<file path="config.mk">
export PLATFORM = sky130hd
export DESIGN_NAME = state_seq_gen
export DESIGN_NICKNAME = d
export VERILOG_FILES = /design/src/rtl/state_seq_pkg.sv /design/src/rtl/dwell_timer.sv /design/src/rtl/state_seq_gen.sv
export SDC_FILE = /design/constraint.sdc
export NUM_CORES = 1
export LEC_CHECK = 0
export CAP_MARGIN = 20
export CORE_ASPECT_RATIO = 0.8
export CORE_MARGIN = 4
export CORE_UTILIZATION = 43
export DETAILED_ROUTE_END_ITERATION = 10
export PLACE_DENSITY = 0.73
export SYNTH_ARGS = -nofsm -noshare
export SYNTH_HDL_FRONTEND = slang
export SYNTH_SLANG_ARGS = --single-unit
</file>
<file path="constraint.sdc">
create_clock -name clk -period 3.28 [get_ports clk]
set_input_delay 0.656 -clock clk [delete_from_list [all_inputs] [get_ports clk]]
set_output_delay 0.656 -clock clk [all_outputs]
set_load 0.01 [all_outputs]
</file>
<file path="src/rtl/state_seq_pkg.sv">
// Shared types, constants and the legal successor table for the state sequencer.
// The table covers the graph 0..10; codes 11..15 can only be reached by injection.
package state_seq_pkg;

  typedef logic [3:0] state_t;

  localparam state_t ST_INIT = 4'd0;
  localparam state_t ST_TERM = 4'd10;

  function automatic state_t next_state(input state_t s, input logic [1:0] sel);
    state_t n;
    case (s)
      4'd0:    n = 4'd1;
      4'd1:    n = sel[0] ? 4'd4 : 4'd2;
      4'd2:    n = 4'd3;
      4'd3:    n = sel[0] ? 4'd5 : 4'd1;
      4'd4:    n = 4'd5;
      4'd5:    n = sel[0] ? 4'd6 : 4'd1;
      4'd6:    n = 4'd7;
      4'd7:    n = 4'd8;
      4'd8: begin
        case (sel)
          2'd0:    n = 4'd2;
          2'd1:    n = 4'd4;
          2'd2:    n = 4'd9;
          default: n = 4'd10;
        endcase
      end
      4'd9:    n = 4'd8;
      4'd10:   n = 4'd10;
      default: n = ST_INIT;
    endcase
    return n;
  endfunction

endpackage

</file>
<file path="src/rtl/dwell_timer.sv">
// Per-state dwell timer: latches the dwell on state entry and raises adv once
// the state has been held for (latched dwell + 1) enabled cycles.
module dwell_timer #(
  parameter int DWELL_W = 4
) (
  input  logic               clk,
  input  logic               rst,
  input  logic               en,
  input  logic               load,
  input  logic [DWELL_W-1:0] dwell,
  output logic               adv
);

  logic [DWELL_W-1:0] cnt_q;
  logic [DWELL_W-1:0] lat_q;

  assign adv = en && (cnt_q == lat_q);

  // The counter parks at the latched value when an advance produces no new state.
  always_ff @(posedge clk or posedge rst) begin
    if (rst) begin
      cnt_q <= '0;
      lat_q <= '0;
    end else if (load) begin
      cnt_q <= '0;
      lat_q <= dwell;
    end else if (en && !adv) begin
      cnt_q <= cnt_q + 1'b1;
    end
  end

endmodule

</file>
<file path="src/rtl/state_seq_gen.sv">
// Stimulus sequencer walking the legal state graph with per-state dwell and a saturating change count.
// Define ILLEGAL_INJECT_EN to add inj_req/inj_state for forcing arbitrary states at advance points.
module state_seq_gen
  import state_seq_pkg::*;
#(
  parameter int STATE_W = 4,
  parameter int DWELL_W = 4,
  parameter int CNT_W   = 16
) (
  input  logic               clk,
  input  logic               rst,
  input  logic               en,
  input  logic               restart,
  input  logic [1:0]         sel,
  input  logic [DWELL_W-1:0] dwell,
`ifdef ILLEGAL_INJECT_EN
  input  logic               inj_req,
  input  logic [STATE_W-1:0] inj_state,
`endif
  output logic [STATE_W-1:0] state,
  output logic               state_chg,
  output logic               done,
  output logic [CNT_W-1:0]   trans_cnt
);

  state_t           state_q;
  state_t           state_d;
  logic             state_chg_q;
  logic             done_q;
  logic [CNT_W-1:0] cnt_q;
  logic             adv;
  logic             chg;
  logic             load;

  always_comb begin
    state_d = state_q;
    if (restart) begin
      state_d = ST_INIT;
`ifdef ILLEGAL_INJECT_EN
    end else if (adv && inj_req) begin
      state_d = state_t'(inj_state);
`endif
    end else if (adv) begin
      state_d = next_state(state_q, sel);
    end
  end

  // A self-loop (terminal state, or restart while already in 0) is not a change.
  assign chg  = (state_d != state_q);
  assign load = restart || chg;

  dwell_timer #(
    .DWELL_W(DWELL_W)
  ) u_timer (
    .clk  (clk),
    .rst  (rst),
    .en   (en),
    .load (load),
    .dwell(dwell),
    .adv  (adv)
  );

  always_ff @(posedge clk or posedge rst) begin
    if (rst) begin
      state_q     <= ST_INIT;
      state_chg_q <= 1'b0;
      done_q      <= 1'b0;
      cnt_q       <= '0;
    end else begin
      state_q     <= state_d;
      state_chg_q <= chg;
      done_q      <= (state_d == ST_TERM);
      if (chg && (cnt_q != {CNT_W{1'b1}})) begin
        cnt_q <= cnt_q + 1'b1;
      end
    end
  end

  assign state     = STATE_W'(state_q);
  assign state_chg = state_chg_q;
  assign done      = done_q;
  assign trans_cnt = cnt_q;

endmodule

</file>
---- Yosys cells after proc, flatten, opt, wreduce, memory -nomap -nowiden ----
Cells that the tools add are included.
word-level totals
  logic and storage cells ................. 42
  register bits after elaboration ......... 30
  input bits .............................. 10
cells by class
  reductions and logical operators ........ 9
  add/subtract/negate cells ............... 2
  equal/unequal tests ..................... 16
  multiplexer cells ....................... 9
operators with widths
  kind                                                                    number
  4-bit case mux with 10 select lines                                     1
  16-bit by 1-bit adder with 16-bit output (second input constant)        1
  4-bit by 3-bit equality test with 1-bit output (second input constant)  4
  4-bit equality test (second input constant)                             4
  4-bit 2-to-1 mux                                                        4
  16-bit != test (second input constant)                                  1
  4-bit case mux with 3 select lines                                      1
  3-bit 2-to-1 mux                                                        3
  4-bit by 2-bit equality test with 1-bit output (second input constant)  2
  4-bit by 1-bit adder with 4-bit output (second input constant)          1
  4-bit by 1-bit equality test with 1-bit output (second input constant)  1
  4-bit equality test                                                     1
  4-bit zero test                                                         1
  4-bit != test                                                           1
  1-bit logical AND                                                       3
  2-bit by 1-bit equality test with 1-bit output (second input constant)  1
  2-bit equality test (second input constant)                             1
  2-bit zero test                                                         1
  2-bit nonzero test                                                      1
  2-bit OR reduction                                                      1
  1-bit zero test                                                         1
  1-bit logical OR                                                        1

---- Depth between registers and ports, before layout ----
Gate-level depths: netlist of the first run.
  word-level depth ........................ 8
  mapped depth ............................ 8
  gate-level depth less buffers ........... 7

---- Modules after synthesis ----
Synthesis of the first run repeated with hierarchy kept, for this count alone.
unflattened totals
  cell total of the unflattened synthesis .. 183
  area, all modules ....................... 1880.6 µm²
modules (own cells, without submodules)
  module         area an instance (µm²)  cells an instance  seq. area each (µm²)  instances
  state_seq_gen  1465.2                  149                550.5                 1
  dwell_timer    415.4                   34                 200.2                 1

---- Worst setup path before layout of the first run ----
OpenSTA, ideal clock, no wires.
  path kind ............................... input to register
  start point ............................. in sel[0]
  end point ............................... reg u_timer.lat_q[0]
  slack ................................... 1.004 ns
  stages on the path ...................... 6
  arrival time ............................ 2.151 ns
  setup time .............................. 0.125 ns
  buffers on the path ..................... 0
  required time ........................... 3.155 ns
  cells stage by stage .................... ha_1 > nor4_2 > nor4_4 > o21a_2 > o211ai_4 > mux2_4
on the way
  cells in the longest elaborated chain, start to end .. 7
RTL lines
  item                                         RTL line             text
  start, declared                              state_seq_gen.sv:14  input logic [1:0] sel,
  2-bit equality test (tied with other cells)  state_seq_pkg.sv:22  case (sel)
  4-bit case mux with 3 select lines           state_seq_pkg.sv:22
  4-bit case mux with 10 select lines (*)      state_seq_pkg.sv:12  case (s)
  4-bit 2-to-1 mux (*)                         state_seq_gen.sv:43  end else if (adv) begin
  4-bit 2-to-1 mux (*)                         state_seq_gen.sv:37  if (restart) begin
  4-bit != test (*)                            state_seq_gen.sv:49  assign chg = (state_d != state_q);
  1-bit logical OR (*)                         state_seq_gen.sv:50  assign load = restart || chg;
  end signal, assigned                         dwell_timer.sv:26    lat_q <= dwell;
  end, declared                                dwell_timer.sv:15    logic [DWELL_W-1:0] lat_q;
Every way passes the cells marked *; elsewhere a longest branch is shown, timed or not.
A chain may end at the register's enable or synchronous reset.

---- Worst setup path in the final report of the first run ----
  start point ............................. in sel[1]
  end point ............................... reg u_timer.lat_q[2]
on the way
  cells in the longest elaborated chain, start to end .. 7
RTL lines
  item                                         RTL line
  2-bit equality test (tied with other cells)  state_seq_pkg.sv:22
  4-bit case mux with 3 select lines (*)       state_seq_pkg.sv:22
  4-bit case mux with 10 select lines (*)      state_seq_pkg.sv:12
  4-bit 2-to-1 mux (*)                         state_seq_gen.sv:43
  4-bit 2-to-1 mux (*)                         state_seq_gen.sv:37
  4-bit != test (*)                            state_seq_gen.sv:49
  1-bit logical OR (*)                         state_seq_gen.sv:50
Marked as above.

==> reports/qor.yml, run 1 <==
worst_setup_path:
  crit_type: "input pin to flip-flop"
  cp_data_required_time_ns: 3.45
  crit_buf_inv: 1
  crit_chain: "clkdlybuf4s50_1 > ha_1 > nor4_2 > nor4_4 > o21a_2 > o211ai_4 > mux2_4"
  crit_path_max_fanout: 8
  cp_slowest_cell: "clkdlybuf4s50_1"
  arrival_ns: 2.79
  critPathTopFamily: "compound AO/OA/AOI/OAI gates"
  critPathLaunchType: "input pin"
  worstSetupStartpoint: "sel[1]"
  end_kind: "flip-flop"
  r2r_start: "state[0]"
  crit_path_max_incr_delay_ns: 0.46
synth:
  synth-seq-area-share_pct: 38.3
  synth_xor_area_share_pct: 8.49
  synthFlopType: "dfrtp_1"
  ys_async_sr_fraction_pct: 100
  synth_cell_types: 54
  synth_compound_area_share_pct: 16.5
  netlist_area_mm2: 0.00196
  netlist_instances: 200
  synth-edff-count: 0
  synth_mux_area_share_pct: 5.23
  synth_area_per_cell_um2: 9.80
  yosysWarnings: 0
  yosys.area_share.simple_pct: 24.6
  synthAdderAreaFrac_pct: 3.19
  synth_fp_nets: 215
  synth-seq-cells: 30
  synth_top_family_by_area: "simple AND/OR/NAND/NOR gates"
detailed_routing:
  routedWlPerCell_um: 14.8
  drc: 0
  drt_iter0_markers: 61
  drt-total-wl_um: 4330
  drt_first_pass_iters: 4
  drtAntennaViolNets: 0
  num_vias: 1636
  viasPerCell: 5.58
global_route:
  grt_usage_pct: 15.8
  grt-ovfl-total: 0
  grt_pass1_vias: 1510
  grt_max_degree: 31
  antenna_found_initial: 0
  grt_first_pass_wirelength_um: 7200
place:
  portBuffers: 31
  place_area_mm2: 0.00234
  hpwl_um: 3120
  gp_congestion: 0.867
power_and_ir_drop:
  leakagePower_nw: 0.998
  ir_drop_mv: 0.262
  powerDensity_mw_per_mm2: 503
floorplan:
  ioPinCount: 32
  rows: 21
  dieHeight_um: 68.4
  die_x_um: 83.5
  die_area_mm2: 0.00571
  fp.coreArea_mm2: 0.00428
  initial_core_util_pct: 45.8
job:
  cap_violations: 0
cts:
  cts_resized: 0
  clock_path_buffers: 2
  htreeDepth: 2
  ctsHoldBuffers: 0
  clk_latency_ns: 0.28
  cts_tree: "built"
  cts.clk_slew.worst_paths_ns: 0.06
  root_buffer: "clkbuf_8"
  cts_sinks: 30
  post_cts_buffers: 0
  cts_buffers: 5
layout:
  post-route-cell-area_mm2: 0.00248
  layout_commonest_cell: "clkdlybuf4s50_1"
  final_cell_mix: "clkdlybuf4s50_1 (31), dfrtp_1 (30), nor2_1 (19)"
  syn2layout_area_growth_pct: 26.5
  antenna_cells: 0
  nets: 250
  final_layout_size_suffix_gt1_share_pct: 14.4
  fin_util_pct: 57.9
sta:
  fin_tns_setup_ns: 0
  setup_viol: 0
  skew_ns: 0.00207
  hold_viol_final: 0
  worstMarginPinSlew_ns: 0.599
  rsz0062_at_grt: "false"
  clock.fmax_mhz: 382
  whs_ns: 0.497
  final.period_utilization_pct: 79.8
  slew_headroom_pct: 59.7
  finalMaxSlewViolations: 0
  min_period_ns: 2.62
worst_hold_path:
  min_path_type: "flip-flop to flip-flop"
  hp-start: "trans_cnt[4]"
outcome:
  status: "complete, no violations"
cell usage after synthesis (3+ instances only):
master / instances / area share (%)
dfrtp_1: 30 / 38
nor2_1: 19 / 3.6
a21oi_1: 15 / 3.8
xnor2_1: 12 / 5.4
nand2_1: 9 / 1.7
nand3_1: 8 / 2.0
nand4_1: 8 / 2.6
xor2_1: 7 / 3.1
buf_2: 6 / 1.5
nor4_1: 6 / 1.9
ha_1: 5 / 3.2
inv_1: 5 / 0.96
and3_1: 4 / 1.3
mux2_4: 4 / 3.1
nor3_1: 4 / 1.0
o21ai_0: 4 / 1.0
nor2b_1: 3 / 0.96
state kept, by name, summed over array words and instances, names as in the netlist:
signal and flops:
trans_cnt 16, state 4, u_timer.cnt_q 4, u_timer.lat_q 4, done 1, state_chg 1
kinds of logic (layout without fill, tap and decap cells):
family	after synthesis	in the layout
AOI/OAI and AO/OA	43	43
xor gates and xnor gates	19	19
adders and majority gates	5	5
buffers and inverters	15	51
DFF	30	30
muxes	8	8
and+or+nand+nor	80	80
report_power, final:
part           total (mW)  internal [mW]  switching [mW]
clock network       0.469          0.324           0.145
registers           0.479          0.419          0.0599
logic               0.299          0.162           0.138
total                1.25          0.905           0.342
per-stage QoR:
stage / power (mW) / setup WS, ns / std cells
floorplan: 0.646 / 1.00 / 200
global placement: 0.778 / 0.418 / 285
detailed placement: 0.792 / 0.389 / 285
CTS: 1.26 / 0.695 / 293
global route: 1.31 / 0.595 / 293
finish: 1.25 / 0.663 / 293
final timing paths:
check                      cells past startpoint  slack [ns]                to
max                                            7        0.66  u_timer.lat_q[2]
min                                            1        0.50      trans_cnt[4]
max reg2reg                                    7        0.98     trans_cnt[11]
min reg2reg                                    1        0.50      trans_cnt[4]
max in group asynchronous                      3        2.26     trans_cnt[10]
min in group asynchronous                      3        0.75  u_timer.lat_q[3]
worst reg2reg max path, cell delays in order, from the launching register on:
cell,delay (ns)
dfrtp_1,0.61
or3b_1,0.42
nor2_1,0.23
o211ai_4,0.16
buf_4,0.21
nor4_1,0.31
a21oi_1,0.10
xnor2_1,0.14
area by class of cell:
type	instances	area, um^2
repair buffers	37	355
inverters	6	22.5
multi-input cells	155	1140
clock buffers	6	82.6
well taps	57	71.3
fillers	386	1800
clock inverters	2	60.1
flip-flops and latches	30	751
metal layers:
metal	global-route usage [%]	share of wire (%)	vias to the layer above
met2	23.3	44	35
li1	-	-	813
met3	4.81	5.1	5
met1	22.2	50	783
met4	5.42	1.2	0
met5	0	0	-
Power figures use the tool's default switching activity.
==> inputs of run 2 (changes only) <==
--- a/config.mk
+++ b/config.mk
@@ -10,7 +10,7 @@
 export CORE_MARGIN = 4
 export CORE_UTILIZATION = 43
 export DETAILED_ROUTE_END_ITERATION = 10
-export PLACE_DENSITY = 0.73
+export PLACE_DENSITY = 0.75
 export SYNTH_ARGS = -nofsm -noshare
 export SYNTH_HDL_FRONTEND = slang
 export SYNTH_SLANG_ARGS = --single-unit
==> constraint.sdc (replaced) <==
create_clock -name clk -period 2.4 [get_ports clk]
set_input_delay 0.48 -clock clk [delete_from_list [all_inputs] [get_ports clk]]
set_output_delay 0.48 -clock clk [all_outputs]
set_load 0.01 [all_outputs]
==> run 2 against run 1 <==
  * Count of clock-buffer cells in the layout unchanged
  * First-iteration DRC count increased by 62%
  * Clock skew up 0.0036 ns
  * Combinational power up 43%
  * Clock power shrank 10%
==> reports/qor.yml, run 2 (synthesis results as in run 1) <==
floorplan:
  initial_core_util_pct: 45.8  # unchanged
  fp.coreArea_mm2: 0.00428  # unchanged
  die_x_um: 83.5  # unchanged
  ioPinCount: 32  # unchanged
  die_area_mm2: 0.00571  # unchanged
  dieHeight_um: 68.4  # unchanged
  rows: 21  # unchanged
global_route:
  grt_usage_pct: 17.1  # +1.2 points
  grt_pass1_vias: 1673  # +11%
  grt-ovfl-total: 0  # unchanged
  antenna_found_initial: 0  # unchanged
  grt_max_degree: 31  # unchanged
  gr-usage-met3_pct: 4.69  # -0.12 points
  grtUsageMet1_pct: 22.8  # +0.67 points
  grt_first_pass_wirelength_um: 7780  # +8.2%
  grt_use_met2_pct: 26.9  # +3.6 points
  grt-busiest-layer: "met2"
worst_hold_path:
  hp-start: "trans_cnt[9]"
  min_path_type: "flip-flop to flip-flop"
worst_setup_path:
  r2r_start: "state[2]"
  arrival_ns: 2.41  # -0.38 ns
  critPathLaunchType: "input pin"
  cp_data_required_time_ns: 2.57  # -0.88 ns
  end_kind: "flip-flop"
  crit_type: "input pin to flip-flop"
  crit_path_max_fanout: 8  # unchanged
  worstSetupStartpoint: "restart"
detailed_routing:
  drt_first_pass_iters: 4  # unchanged
  drtAntennaViolNets: 0  # unchanged
  viasPerCell: 5.43  # -2.8%
  drc: 0  # unchanged
  routedWlPerCell_um: 14.2  # -4.0%
  drt_iter0_markers: 99  # +62%
  drt-total-wl_um: 4430  # +2.2%
  num_vias: 1693  # +3.5%
place:
  placedCellCount: 302  # +6.0%
  hpwl_um: 3260  # +4.4%
  place_area_mm2: 0.00247  # +5.5%
  gp_congestion: 0.853  # -1.6%
  portBuffers: 31  # unchanged
layout:
  layout_commonest_cell: "dfrtp_1"
  syn2layout_area_growth_pct: 31.7
  layout.cells.non_filler: 312  # +6.5%
  nFillCells: 356  # -7.8%
  largest_reg_flops: 16  # unchanged
  final_cell_mix: "dfrtp_1 (30), clkdlybuf4s50_1 (29), buf_4 (25)"
  nets: 269  # +7.6%
  fin_util_pct: 60.3  # +2.3 points
  antenna_cells: 0  # unchanged
  post-route-cell-area_mm2: 0.00258  # +4.0%
  final_layout_size_suffix_gt1_share_pct: 20.8  # +6.4 points
sta:
  setup_viol: 0  # unchanged
  min_period_ns: 2.24
  clock.fmax_mhz: 446
  rsz0062_at_grt: "false"
  slew_headroom_pct: 66.6  # +6.9 points
  final.period_utilization_pct: 93.5
  worstMarginPinSlew_ns: 0.501  # -0.0987 ns
  whs_ns: 0.512  # +0.0154 ns
  skew_ns: 0.00570  # +0.00363 ns
  finalMaxSlewViolations: 0  # unchanged
  hold_viol_final: 0  # unchanged
power_and_ir_drop:
  p_int_mw: 1.04  # +15%
  p_switching_mw: 0.460  # +34%
  power_mw: 1.50  # +20%
  p_seq_share_pct: 43.4  # +5.0 points
  netSwitchingFraction_pct: 30.6  # +3.2 points
  clock_power_share_pct: 28.0  # -9.6 points
  combPwrFrac_pct: 28.6  # +4.6 points
  ir_drop_mv: 0.345  # +32%
  powerDensity_mw_per_mm2: 582  # +16%
  leakagePower_nw: 1.08  # +8.6%
cts:
  ctsHoldBuffers: 0  # unchanged
  cts_buffers: 5  # unchanged
  cts.clk_slew.worst_paths_ns: 0.07  # about the same
  clock_path_buffers: 2  # unchanged
  clk_latency_ns: 0.28  # about the same
  htreeDepth: 2  # unchanged
  cts_sinks: 30  # unchanged
  cts_tree: "built"
  root_buffer: "clkbuf_8"
job:
  cap_violations: 0  # unchanged
outcome:
  status: "complete, no violations"
==> run 2: cell count changes in the layout (fill, tap and decap cells not counted) <==
cell and change:
buf_4 +19, bufinv_16 -2, clkdlybuf4s50_1 -2, dlymetal6s2s_1 +2
clkinv_2 +1, clkinvlp_4 +1
==> run 2: area by class of cell <==
class	count	area [um^2]	share of cell area (%)
Sequential cell	30	751	29.1
Clock buffer	6	82.6	3.20
Inverter	6	22.5	0.873
Clock inverter	2	12.5	0.485
Tap cell	57	71.3	2.76
Timing Repair Buffer	56	503	19.5
Multi-Input combinational cell	155	1140	44.1
==> run 2: metal layers <==
layer	vias to the layer above	wire [um]	part of all wire, %
met5	-	0	0
met4	0	51	1.2
met3	7	257	5.8
met2	47	1920	43
met1	796	2200	50
li1	843	-	-
==> run 2: stage by stage <==
step	TNS, ns	worst slack [ns]
after global routing	0	0.0244
after global placement	-2.50	-0.220
after floorplan	0	0.300
after CTS	0	0.0354
after detailed placement	-3.09	-0.272
final	0	0.157
==> run 2: power by group through the flow <==
stage | Combinational (mW) | Clock [mW] | Sequential, mW
4_1_cts | 0.431 | 0.437 | 0.653
5_1_grt | 0.473 | 0.454 | 0.666
6_report | 0.429 | 0.420 | 0.652
3_3_place_gp | 0.419 | 0 | 0.659
3_5_place_dp | 0.428 | 0 | 0.661
2_1_floorplan | 0.214 | 0 | 0.669
==> run 2: final timing paths <==
| path | to | slack [ns] | cells past startpoint |
|---|---|---|---|
| setup / recovery | u_timer.lat_q[0] | 0.16 | 8 |
| hold / removal | trans_cnt[9] | 0.51 | 1 |
| setup reg to reg | u_timer.lat_q[0] | 0.21 | 6 |
| hold reg to reg | trans_cnt[9] | 0.51 | 1 |
| max in group asynchronous | trans_cnt[12] | 1.55 | 3 |
| min in group asynchronous | state_chg | 0.56 | 3 |
==> run 2: repair_timing <==
item,4_1_cts,5_1_grt
setup endpoints to repair,0,6
buffers inserted,0,2
gates resized for setup,0,2
==> run 2: worst max-delay path, stage by stage <==
cell and delay [ns]:
clkdlybuf4s50_1 0.46, buf_4 0.20, inv_1 0.07, a21oi_1 0.06, o21ba_2 0.24, o21a_2 0.23, o211ai_4 0.33, mux2_4 0.34
==> inputs of run 3 (changes only) <==
--- a/config.mk
+++ b/config.mk
@@ -6,11 +6,14 @@
 export NUM_CORES = 1
 export LEC_CHECK = 0
 export CAP_MARGIN = 20
+export CELL_PAD_IN_SITES_DETAIL_PLACEMENT = 1
+export CELL_PAD_IN_SITES_GLOBAL_PLACEMENT = 2
 export CORE_ASPECT_RATIO = 0.8
 export CORE_MARGIN = 4
-export CORE_UTILIZATION = 43
+export CORE_UTILIZATION = 30
 export DETAILED_ROUTE_END_ITERATION = 10
-export PLACE_DENSITY = 0.75
+export PLACE_DENSITY = 0.81
 export SYNTH_ARGS = -nofsm -noshare
 export SYNTH_HDL_FRONTEND = slang
+export SYNTH_HIERARCHICAL = 1
 export SYNTH_SLANG_ARGS = --single-unit
==> run 3 against run 2 <==
  * Wire length grew 2.8%
  * Maximum frequency fell by 3.2%
  * Hold slack worse by 0.023 ns
  * Synthesized area is 4.1% lower
  * Critical endpoint is now u_timer/lat_q[0]
  * Largest power group unchanged
  * Highest routed layer unchanged
==> reports/qor.yml, run 3 <==
outcome:
  status: "complete, no violations"
layout:
  final_layout_size_suffix_gt1_share_pct: 29.2  # +8.4 points
  fin_util_pct: 43.5  # -17 points
  nFillCells: 694  # +95%
  antenna_cells: 0  # unchanged
  multi_input_area_mm2: 0.00106  # -6.7%
  syn2layout_area_growth_pct: 38.9
  final_cell_mix: "buf_4 (30), dfrtp_1 (29), clkdlybuf4s50_1 (29)"
  regArea_um2: 752  # +0.17%
  nets: 257  # -4.5%
  layout_commonest_cell: "buf_4"
  largest_reg_flops: 16  # unchanged
floorplan:
  ioPinCount: 32  # unchanged
  initial_core_util_pct: 31.3  # -14 points
  die_x_um: 96.5  # +16%
  rows: 25  # +19%
  fp.coreArea_mm2: 0.00601  # +40%
  dieHeight_um: 78.8  # +15%
  die_area_mm2: 0.00761  # +33%
place:
  preCtsSetupSlack_ns: -0.766  # -0.494 ns
  hpwl_um: 3470  # +6.5%
  portBuffers: 31  # unchanged
  gp_congestion: 0.720  # -16%
synth:
  synthFlopType: "dfrtp_1"
  synth-edff-count: 0  # unchanged
  synth_cell_types: 50  # -7.4%
  synth_common_cells: "dfrtp_1 (30), nor2_1 (16), xnor2_1 (13)"
  synth_top_area_cell: "dfrtp_1"
  synth-seq-area-share_pct: 39.9  # +1.6 points
  yosysWarnings: 6  # +6
  ys_async_sr_fraction_pct: 100  # unchanged
  synth_fp_nets: 198  # -7.9%
  synth-seq-cells: 30  # unchanged
  synth.top_cell.area_share_pct: 39.9  # +1.6 points
  synth.most_common_cell: "dfrtp_1"
  netlist_area_mm2: 0.00188  # -4.1%
  synth_area_per_cell_um2: 10.3  # +4.8%
  netlist_instances: 183  # -8.5%
  synthTopCellsByArea: "dfrtp_1 (40%), xnor2_1 (6.1%), nand3_2 (4.3%)"
global_route:
  grt_pass1_vias: 1587  # -5.1%
  grt-ovfl-total: 0  # unchanged
  grt_first_pass_wirelength_um: 7740  # -0.54%
  antenna_found_initial: 0  # unchanged
  grt_usage_pct: 13.0  # -4.1 points
  grt_max_degree: 23  # -26%
detailed_routing:
  drt_first_pass_iters: 4  # unchanged
  routedWlPerCell_um: 14.1  # -1.0%
  num_vias: 1545  # -8.7%
  drt-total-wl_um: 4550  # +2.8%
  drc: 0  # unchanged
  viasPerCell: 4.77  # -12%
  drt_iter0_markers: 61  # -38%
  drtAntennaViolNets: 0  # unchanged
worst_setup_path:
  cp_slowest_cell: "o311a_1"
  crit_path_max_incr_delay_ns: 0.39  # -0.07 ns
  crit_path_max_fanout: 6  # -2
  crit_chain: "buf_4 > inv_12 > ha_4 > or3b_4 > a21oi_2 > nor3_2 > o311a_1 > o211ai_4 > or2_4 > mux2_4"
  r2r_start: "state[1]"
  cp_num_cells: 10  # +2
  crit_type: "input pin to flip-flop"
  arrival_ns: 2.48  # +0.07 ns
  cp_data_required_time_ns: 2.56  # about the same
  rrSetupSlack_ns: 0.13  # -0.08 ns
  rr_worst_depth: 7  # +1
  critPathLaunchType: "input pin"
  r2r-end: "u_timer/lat_q[0]"
  crit_buf_inv: 2  # -1
  end_kind: "flip-flop"
  critPathTopFamily: "compound AO/OA/AOI/OAI gates"
sta:
  setup_viol: 0  # unchanged
  clock.fmax_mhz: 431  # -3.2%
  hold_viol_final: 0  # unchanged
  slew_headroom_pct: 70.5  # +3.9 points
  skew_ns: 0.00689  # +0.00120 ns
  min_period_ns: 2.32  # +0.0746 ns
  worstMarginPinSlew_ns: 0.443  # -0.0579 ns
  finalMaxSlewViolations: 0  # unchanged
  fin_ws_ns: 0.0824  # -0.0746 ns
  final.period_utilization_pct: 96.6  # +3.1 points
  fin_tns_setup_ns: 0  # unchanged
cts:
  clock_path_buffers: 2  # unchanged
  cts_tree: "built"
  clk_latency_ns: 0.28  # about the same
  cts_sinks: 30  # unchanged
  htreeDepth: 2  # unchanged
  ctsHoldBuffers: 0  # unchanged
  root_buffer: "clkbuf_8"
  cts_buffers: 5  # unchanged
  cts.clk_slew.worst_paths_ns: 0.06  # about the same
power_and_ir_drop:
  ir_drop_mv: 0.420  # +22%
  leakagePower_nw: 1.12  # +3.1%
  powerDensity_mw_per_mm2: 623  # +7.1%
worst_hold_path:
  min_path_type: "input pin to asynchronous set/reset pin"
job:
  cap_violations: 0  # unchanged
==> run 3: stage by stage <==
| stage | area, um^2 | hold WS [ns] | power, mW | instances |
|---|---|---|---|---|
| 3_3_place_gp | 2460 | 0.503 | 1.13 | 314 |
| 5_1_grt | 2610 | 0.509 | 1.73 | 324 |
| 3_5_place_dp | 2460 | 0.508 | 1.14 | 314 |
| 6_report | 2610 | 0.489 | 1.63 | 324 |
| 4_1_cts | 2590 | 0.483 | 1.64 | 324 |
| 2_1_floorplan | 1940 | 0.296 | 0.925 | 183 |
==> run 3: worst max path at each step <==
stage,from,to,slack [ns]
5_1_grt,sel[0],trans_cnt[6],-0.01
4_1_cts,sel[1],u_timer/lat_q[3],0.02
3_3_place_gp,sel[0],trans_cnt[1],-0.71
2_1_floorplan,sel[0],u_timer/lat_q[0],-0.25
3_5_place_dp,sel[0],trans_cnt[1],-0.77
6_report,sel[0],u_timer/lat_q[0],0.08
==> run 3: timing repair <==
action,4_1_cts,5_1_grt
pin swaps,6,8
setup buffers,2,1
cloned,0,0
resized for setup,9,13
endpoints found under the setup margin,25,11
endpoints found under the hold margin,0,0
==> run 3: final cells by class <==
class | count | area share [%]
Clock buffer | 8 | 4.22
Sequential cell | 30 | 28.8
Timing Repair Buffer | 62 | 20.9
Tap cell | 81 | 3.88
Inverter | 7 | 1.49
Multi-Input combinational cell | 136 | 40.7
==> run 3: where the power goes <==
group          total, mW  internal, mW  switching (mW)
sequential         0.636         0.565          0.0717
clock              0.475         0.289           0.186
combinational      0.516         0.294           0.222
==> run 3: cells by family (layout without fill, tap and decap cells) <==
logic type | count (synthesis) | after routing | synth area share, %
AND/OR/NAND/NOR | 75 | 75 | 23.7
flip-flops | 30 | 30 | 39.9
AO/OA/AOI/OAI | 28 | 28 | 11.5
XOR/XNOR | 19 | 19 | 9.25
buffers and inverters | 17 | 77 | 6.99
multiplexers | 9 | 9 | 5.32
adder cells (fa/ha/maj) | 5 | 5 | 3.33
==> run 3: metal layers <==
layer / up-vias / GRT usage, % / part of all wire, %
li1: 763 / - / -
met1: 754 / 19.6 / 53
met2: 21 / 17.9 / 43
met3: 7 / 2.84 / 2.7
met4: 0 / 4.62 / 1.5
met5: - / 0 / 0
==> run 3: worst reg2reg max path, delay by kind of cell (launching register included) <==
kind                   cells  cell delay, ns
multiplexers               1            0.31
flip-flops                 1            0.37
AND/OR/NAND/NOR            3            0.66
buffers and inverters      1            0.23
AO/OA/AOI/OAI              2            0.58
